## config.mk

```make
export PLATFORM = sky130hd
export DESIGN_NAME = ex_core_fetch
export DESIGN_NICKNAME = d
export VERILOG_FILES = /design/src/rtl/ex_core_fetch.sv
export SDC_FILE = /design/constraint.sdc
export NUM_CORES = 1
export LEC_CHECK = 0
export BUFFER_PORTS_ARGS = -buffer_cell sky130_fd_sc_hd__buf_2
export CAP_MARGIN = 30
export CORE_MARGIN = 2
export CORE_UTILIZATION = 60
export DETAILED_ROUTE_END_ITERATION = 6
export GPL_TIMING_DRIVEN = 0
export PLACE_DENSITY_LB_ADDON = 0.08
export SLEW_MARGIN = 10
export SYNTH_ARGS = -nofsm -noshare
export SYNTH_HDL_FRONTEND = slang
export SYNTH_SLANG_ARGS = --single-unit
export TNS_END_PERCENT = 1
```

## constraint.sdc

```tcl
create_clock -name Clk -period 13.5 [get_ports Clk]
set_input_delay 0.675 -clock Clk [delete_from_list [all_inputs] [get_ports Clk]]
set_output_delay 0.675 -clock Clk [all_outputs]
set_load 0.03 [all_outputs]
```

## src/rtl/ex_core_fetch.sv

```systemverilog
// rtl/ex_core_fetch.sv - instruction fetch front end with credit-limited requests and a decode queue
module ex_core_fetch #(
    parameter logic [31:0] RESET_PC = 32'h0000_0000,
    parameter int          IQ_DEPTH = 2
) (
    input  logic        Clk,
    input  logic        Rst,
    output logic        IMemReqValid,
    output logic [31:0] IMemReqAddr,
    input  logic        IMemReqReady,
    input  logic        IMemRspValid,
    input  logic [31:0] IMemRspData,
    input  logic        RedirectValid,
    input  logic [31:0] RedirectPc,
    output logic        InstValidQ101H,
    output logic [31:0] InstQ101H,
    output logic [31:0] InstPcQ101H,
    input  logic        InstReady
);

    localparam int         PW    = (IQ_DEPTH == 4) ? 2 : 1;
    localparam logic [3:0] DEPTH = 4'(IQ_DEPTH);

    logic [31:0]   fetch_pc;
    logic [2:0]    outstanding;
    logic [2:0]    drop_cnt;
    logic [2:0]    q_cnt;
    logic [31:0]   pcf_mem [IQ_DEPTH];
    logic [PW-1:0] pcf_wr;
    logic [PW-1:0] pcf_rd;
    logic [31:0]   q_inst [IQ_DEPTH];
    logic [31:0]   q_pc [IQ_DEPTH];
    logic [PW-1:0] q_wr;
    logic [PW-1:0] q_rd;

    logic       credit_ok;
    logic       req_acc;
    logic       rsp_known;
    logic       rsp_drop;
    logic       rsp_take;
    logic       deq;
    logic [3:0] inflight;
    logic [2:0] out_next;
    logic       unused_pc_bits;

    assign unused_pc_bits = ^RedirectPc[1:0];

    // Credits cover both in-flight requests and queued words, so a response always has a slot.
    assign inflight  = {1'b0, outstanding} + {1'b0, q_cnt};
    assign credit_ok = inflight < DEPTH;

    assign IMemReqValid = Rst && credit_ok && !RedirectValid && (drop_cnt == 3'd0);
    assign IMemReqAddr  = fetch_pc;
    assign req_acc      = IMemReqValid && IMemReqReady;

    // A response with nothing outstanding is a protocol error and is ignored entirely.
    assign rsp_known = IMemRspValid && (outstanding != 3'd0);
    assign rsp_drop  = rsp_known && (drop_cnt != 3'd0);
    assign rsp_take  = rsp_known && (drop_cnt == 3'd0) && !RedirectValid;
    assign out_next  = outstanding + {2'b00, req_acc} - {2'b00, rsp_known};

    assign InstValidQ101H = (q_cnt != 3'd0);
    assign InstQ101H      = InstValidQ101H ? q_inst[q_rd] : 32'h0;
    assign InstPcQ101H    = InstValidQ101H ? q_pc[q_rd]   : 32'h0;
    assign deq            = InstValidQ101H && InstReady && !RedirectValid;

    always_ff @(posedge Clk or negedge Rst) begin
        if (!Rst) begin
            fetch_pc    <= RESET_PC;
            outstanding <= 3'd0;
            drop_cnt    <= 3'd0;
            q_cnt       <= 3'd0;
            q_wr        <= '0;
            q_rd        <= '0;
            pcf_wr      <= '0;
            pcf_rd      <= '0;
        end else if (RedirectValid) begin
            // Everything still in flight belongs to the old path and must be swallowed.
            fetch_pc    <= {RedirectPc[31:2], 2'b00};
            outstanding <= out_next;
            drop_cnt    <= out_next;
            q_cnt       <= 3'd0;
            q_wr        <= '0;
            q_rd        <= '0;
            pcf_wr      <= '0;
            pcf_rd      <= '0;
        end else begin
            outstanding <= out_next;
            if (req_acc) begin
                fetch_pc <= fetch_pc + 32'd4;
                pcf_wr   <= pcf_wr + PW'(1);
            end
            if (rsp_drop) begin
                drop_cnt <= drop_cnt - 3'd1;
            end
            if (rsp_take) begin
                pcf_rd <= pcf_rd + PW'(1);
                q_wr   <= q_wr + PW'(1);
            end
            if (deq) begin
                q_rd <= q_rd + PW'(1);
            end
            q_cnt <= q_cnt + {2'b00, rsp_take} - {2'b00, deq};
        end
    end

    always_ff @(posedge Clk) begin
        if (req_acc) begin
            pcf_mem[pcf_wr] <= fetch_pc;
        end
        if (rsp_take) begin
            q_inst[q_wr] <= IMemRspData;
            q_pc[q_wr]   <= pcf_mem[pcf_rd];
        end
    end

    a_no_stray_rsp: assert property (@(posedge Clk) disable iff (!Rst)
        !(IMemRspValid && (outstanding == 3'd0)));

    a_outstanding_bound: assert property (@(posedge Clk) disable iff (!Rst)
        ({1'b0, outstanding} <= DEPTH));

endmodule

```

Word level (Yosys, flattened, before mapping)
Memory sizes are Yosys's and may differ from the RTL's.
Cells that the tools add are included.
- bits in registers: 45
- bits in latches: 0
- RAM bits: 192
- memory bits (read-only): 0
- bits of input ports: 70
- output and inout bits: 98
- logic and storage cells: 61
- memories kept: 3
- $add $sub $neg: 11
- multipliers: 0
- divide/modulo/power cells: 0
- $lt $le $gt $ge: 1
- equal/unequal tests: 0
- shift-type cells: 0
- muxes and demuxes: 19
- bitwise logic cells: 0
- reductions and logical operators: 19
- memories (name ; words ; bits a word ; rd ports ; clocked after Yosys merged registers in ; wr ports ; line ; RTL):
    pcf_mem ; 2 ; 32 ; 1 ; 0 ; 1 ; 28 ; logic [31:0] pcf_mem [IQ_DEPTH];
    q_inst ; 2 ; 32 ; 1 ; 0 ; 1 ; 31 ; logic [31:0] q_inst [IQ_DEPTH];
    q_pc ; 2 ; 32 ; 1 ; 0 ; 1 ; 32 ; logic [31:0] q_pc [IQ_DEPTH];
- operator list (kind ; number):
    32-bit 2-to-1 mux ; 4
    32-bit by 3-bit adder with 32-bit output, second input constant ; 1
    1-bit 2-to-1 mux ; 12
    1-bit logical AND ; 10
    3-bit 2-to-1 mux ; 3
    3-bit nonzero test ; 3
    2-bit nonzero test ; 4
    3-bit by 1-bit adder with 3-bit output ; 2
    3-bit by 1-bit subtractor with 3-bit output ; 2
    1-bit adder, second input constant ; 4
    3-bit by 3-bit adder with 4-bit output ; 1
    4-bit by 2-bit less-than comparator with 1-bit output, second input constant ; 1
    3-bit zero test ; 1
    3-bit by 1-bit subtractor with 3-bit output, second input constant ; 1
    1-bit zero test ; 1

Logic depth before layout (Yosys ltp)
- word-level depth: 9
- mapped depth: 15
- mapped depth without buffers: 14

Worst setup path before layout
No wires, ideal clock.
- kind: flip-flop to flip-flop
- start: reg drop_cnt[0]
- end: mem q_inst[0][0] (enable)
- library setup time: 0.482 ns
- data arrival time: 3.784 ns
- data required time: 13.018 ns
- path slack: 9.234 ns
- stages on the path, launching flop included: 7
- buffers on the path: 0
- clock period less this slack: 4.266 ns
- path through: dfrtp_1 > inv_1 > ha_1 > nor2b_1 > and2_0 > nand2_1 > nor2_1
- longest elaborated chain between the ends: 5
- RTL lines (what ; line ; RTL):
    from (decl) ; 26 ; logic [2:0] drop_cnt;
    from (signal assigned) ; 81 ; drop_cnt <= out_next;
    from (signal assigned) ; 94 ; drop_cnt <= drop_cnt - 3'd1;
    3-bit zero test ; 59 ; assign rsp_take = rsp_known && (drop_cnt == 3'd0) && !RedirectValid;
    1-bit logical AND (2 in series) ; 59 ;
    1-bit 2-to-1 mux ; 111 ; if (rsp_take) begin
    1-bit 2-to-1 mux (not written as such) ; 112 ; q_inst[q_wr] <= IMemRspData;
    to (decl) ; 31 ;
Every way passes these cells.

Final worst setup path
- start: reg q_cnt[1]
- end: reg drop_cnt[2]
- longest elaborated chain between the ends: 9
- RTL lines (what ; line ; RTL):
    from (decl) ; 27 ; logic [2:0] q_cnt;
    from (signal assigned) ; 103 ; q_cnt <= q_cnt + {2'b00, rsp_take} - {2'b00, deq};
    3-bit by 3-bit adder with 4-bit output ; 49 ; assign inflight = {1'b0, outstanding} + {1'b0, q_cnt};
    4-bit by 2-bit less-than comparator with 1-bit output ; 50 ; assign credit_ok = inflight < DEPTH;
    1-bit logical AND (3 in series) ; 52 ; assign IMemReqValid = Rst && credit_ok && !RedirectValid && (drop_cnt == 3'd0);
    1-bit logical AND ; 54 ; assign req_acc = IMemReqValid && IMemReqReady;
    3-bit by 1-bit adder with 3-bit output ; 60 ; assign out_next = outstanding + {2'b00, req_acc} - {2'b00, rsp_known};
    3-bit by 1-bit subtractor with 3-bit output ; 60 ;
    via out_next[2] ; 43 ; logic [2:0] out_next;
    3-bit 2-to-1 mux ; 77 ; end else if (RedirectValid) begin
The timed path passes the listed nets, and every way through them passes these cells.
A chain may end at the register's enable or synchronous reset.

==> results.yml <==
critical_path:
  worst-path-buf-inv: 4
  cp-start-kind: "register"
  cp-end-kind: "register"
  cp.arrival_ns: 4.15
  cp_slowest_stage_delay_ns: 0.50
  regToRegStartpoint: "q_cnt[1]"
  r2r-end: "drop_cnt[2]"
  worstRegToRegCells: 15
  startpoint: "q_cnt[1]"
  critPathTopFamily: "adder cells"
  required_ns: 13.91
  r2r_slack_ns: 9.76
  crit_type: "register to register"
  path_cells: "inv_1 -> fa_1 -> and4bb_1 -> nand3_2 -> nor2_8 -> inv_2 -> buf_2 -> ha_1 -> inv_1 -> ha_1 -> fa_1 -> xnor2_1 -> xnor2_1 -> nand2_1 -> o21ai_0"
  slowest_stage: "fa_1"
  worstPathMaxFanout: 10
sta:
  period_share_pct: 27.69
  min_period_ns: 3.738
  tns_ns: 0
  max_slew.worst_pin.slew_ns: 0.7894
  fmax_ghz: 0.2675
  rsz0062_at_grt: "no"
  finalHoldWorstSlack_ns: 0.1299
  relSlewSlack_pct: 47.25
  hold_violations: 0
  slew_violations: 0
  setup_viol: 0
  skew_ns: 0.01181
final_layout:
  syn2layout_area_growth_pct: 21.30
  final_util_pct: 73.68
  final_area_sq_um: 11580
  final_nets: 940
  diodes: 0
  drive_gt1_share_pct: 30.32
die:
  io_pins: 168
  fp.dieH_um: 130.1
  initial_utilization_pct: 60.74
  core-area_sq_um: 15710
  fp.dieArea_sq_um: 16930
  die_width_um: 130.1
  rows: 46
grt:
  grt_pass1_vias: 5957
  track_usage_pct: 23.24
  grt_pass1_wl_um: 30080
  antenna_found_initial: 0
  grt_max_degree: 38
  grt_overflow: 0
power_and_ir_drop:
  ir_drop_mv: 0.1362
  seq_power_share_pct: 37.9
  p_int_mw: 1.472
  power.net_switching_uw: 786.0
  p_per_area_nw_per_um2: 195.1
  p_comb_share_pct: 32.8
  switching_share_pct: 34.81
  p_leak_nw: 4.428
  p_clk_share_pct: 29.4
status:
  status: "completed"
clocking:
  clk_path_buf_depth: 3
  cts.reportedPaths.clkPinSlew_ns: 0.06
  htreeDepth: 1
  cts_repair_resize_count: 0
  cts_sinks: 227
  clk_latency_ns: 0.50
  clockRootBuffer: "clkbuf_16"
  cts_tree: "done"
  hold_buffers: 0
  cts_setup_buffers: 0
  cts_buffers: 23
detailed_routing:
  drt_iter0_drc: 460
  via_per_inst: 5.569
  drc: 0
  wl_per_cell_um: 18.55
  postRouteAntennaNets: 0
  vias: 6070
  firstDrtPassIters: 6
  wl_um: 20220
logic_synthesis:
  synth_compound_area_share_pct: 4.064
  syn_avg_cell_area_sq_um: 14.40
  async_reset_ff_share_pct: 18.94
  synthSimpleGateAreaFrac_pct: 10.23
  synth_seq_area_share_pct: 69.17
  synth_top_family_by_area: "multiplexers"
  muxShareOfSynthArea_pct: 10.61
  synth_ff_type: "edfxtp_1"
  synth_top_area_share_pct: 57.89
  synth-xor-area-share_pct: 1.560
  synth-edff-count: 184
  synthAdderAreaFrac_pct: 1.809
  synthTopCellsByArea: "edfxtp_1 58%, dfrtp_1 11%, mux2i_1 6.7%"
  ys_seq_elements: 227
  synth_cell_types: 56
  syn_inst: 663
  yosysWarnings: 0
  yosys.area.top_type: "edfxtp_1"
  synth_area_sq_um: 9544
place:
  gp_congestion: 0.8930
  post_dp_cell_area_sq_um: 10780
  dp.final_hpwl_um: 13890
  numPortBuffers: 161
run:
  cap_violations: 0
min_path:
  min_path_type: "input port to async pin"
[logic make-up (layout without fill, tap and decap cells)]
| group | Yosys count | after routing |
|---|---|---|
| xor gates and xnor gates | 17 | 17 |
| DFF | 227 | 227 |
| other | 1 | 4 |
| buffers and inverters | 54 | 262 |
| adders and majority gates | 12 | 12 |
| muxes | 97 | 97 |
| AOI/OAI and AO/OA | 57 | 57 |
| and+or+nand+nor | 198 | 198 |
[power groups by stage]
stage	clock [mW]	sequential, mW	combinational [mW]
after detailed placement	0	0.869	0.742
after floorplan	0	0.879	0.514
after CTS	0.673	0.855	0.744
final	0.663	0.856	0.740
after global routing	0.699	0.862	0.795
after global placement	0	0.869	0.714
[cells in the final DEF, fill, tap and decap left out, types with 3 or more instances in the layout]
cell type	count
nor2b_1	6
and3_1	4
and2_1	3
ha_1	9
a21oi_1	9
mux2_2	33
clkinv_1	5
nor4_1	9
buf_2	171
xnor2_1	12
conb_1	4
nor3_1	6
fa_1	3
bufinv_16	5
clkinv_2	3
or3_1	5
nand2_1	45
inv_1	19
clkbuf_1	15
mux2i_1	64
edfxtp_1	184
o211ai_1	7
buf_12	3
nor2_1	74
or4_1	3
clkbuf_16	23
nand4_1	7
xor2_1	5
o21ai_1	5
buf_1	5
nand3_1	17
o21ai_0	15
o31ai_1	3
a211oi_1	3
buf_4	6
dfrtp_1	43
[metal layers]
layer  track usage (%)  routed length (um)  vias up
li1                  -                   -     2836
met1             28.97                8076     2921
met2             40.38                9972      267
met3             4.674                1586       46
met4             8.918                 584        0
met5                 0                   0        -
[sequential cells by signal (all words and copies together) (netlist names)]
register	cells
IMemReqAddr	30
drop_cnt	3
outstanding	3
pcf_mem	60
pcf_rd	1
pcf_wr	1
q_cnt	3
q_inst	64
q_pc	60
q_rd	1
q_wr	1
[worst reg2reg max path, delay by kind of cell (launching register included)]
family,cells,cell delay (ns)
simple gates,4,0.79
flops,1,0.43
buf+inv,4,0.56
fa+ha+maj,4,1.41
compound gates,1,0.11
xor+xnor,2,0.36
[synth_stat cells (5+ instances only)]
cell type    n
edfxtp_1   184
nor2_1      76
mux2i_1     64
nand2_1     45
dfrtp_1     43
mux2_2      33
inv_1       19
nand3_1     17
o21ai_0     15
clkbuf_1    12
xnor2_1     12
buf_2       10
a21oi_1      9
ha_1         9
nor4_1       9
nand4_1      7
nor3_1       7
o211ai_1     7
and3_1       6
nor2b_1      6
buf_1        5
buf_4        5
o21ai_1      5
or3_1        5
xor2_1       5
[area by class of cell]
type,instances,area [sq um]
inverters,21,78.83
plain buffers,33,162.7
clock inverters,14,196.4
well taps,216,270.3
flip-flops and latches,227,6601
multi-input cells,385,2739
repair buffers,167,928.4
fillers,1040,4135
clock buffers,27,600.6
[how the worst max path moves through the flow]
stage                   endpoint  slack [ns]  cells past startpoint
global placement    q_inst[0][2]        7.58                      6
CTS                  drop_cnt[2]        9.80                     15
finish               drop_cnt[2]        9.76                     15
global route         drop_cnt[2]        9.55                     15
floorplan           q_inst[0][0]        9.23                      6
detailed placement   drop_cnt[2]        9.49                     15
[per-stage QoR]
step           setup WS, ns  std cells  total power, mW
2_1_floorplan         9.234        666            1.393
3_3_place_gp          7.580       1043            1.583
3_5_place_dp          9.493       1049            1.611
4_1_cts               9.803       1090            2.272
5_1_grt               9.546       1090            2.356
6_report              9.762       1090            2.258
(Power assumes the default switching activity.)
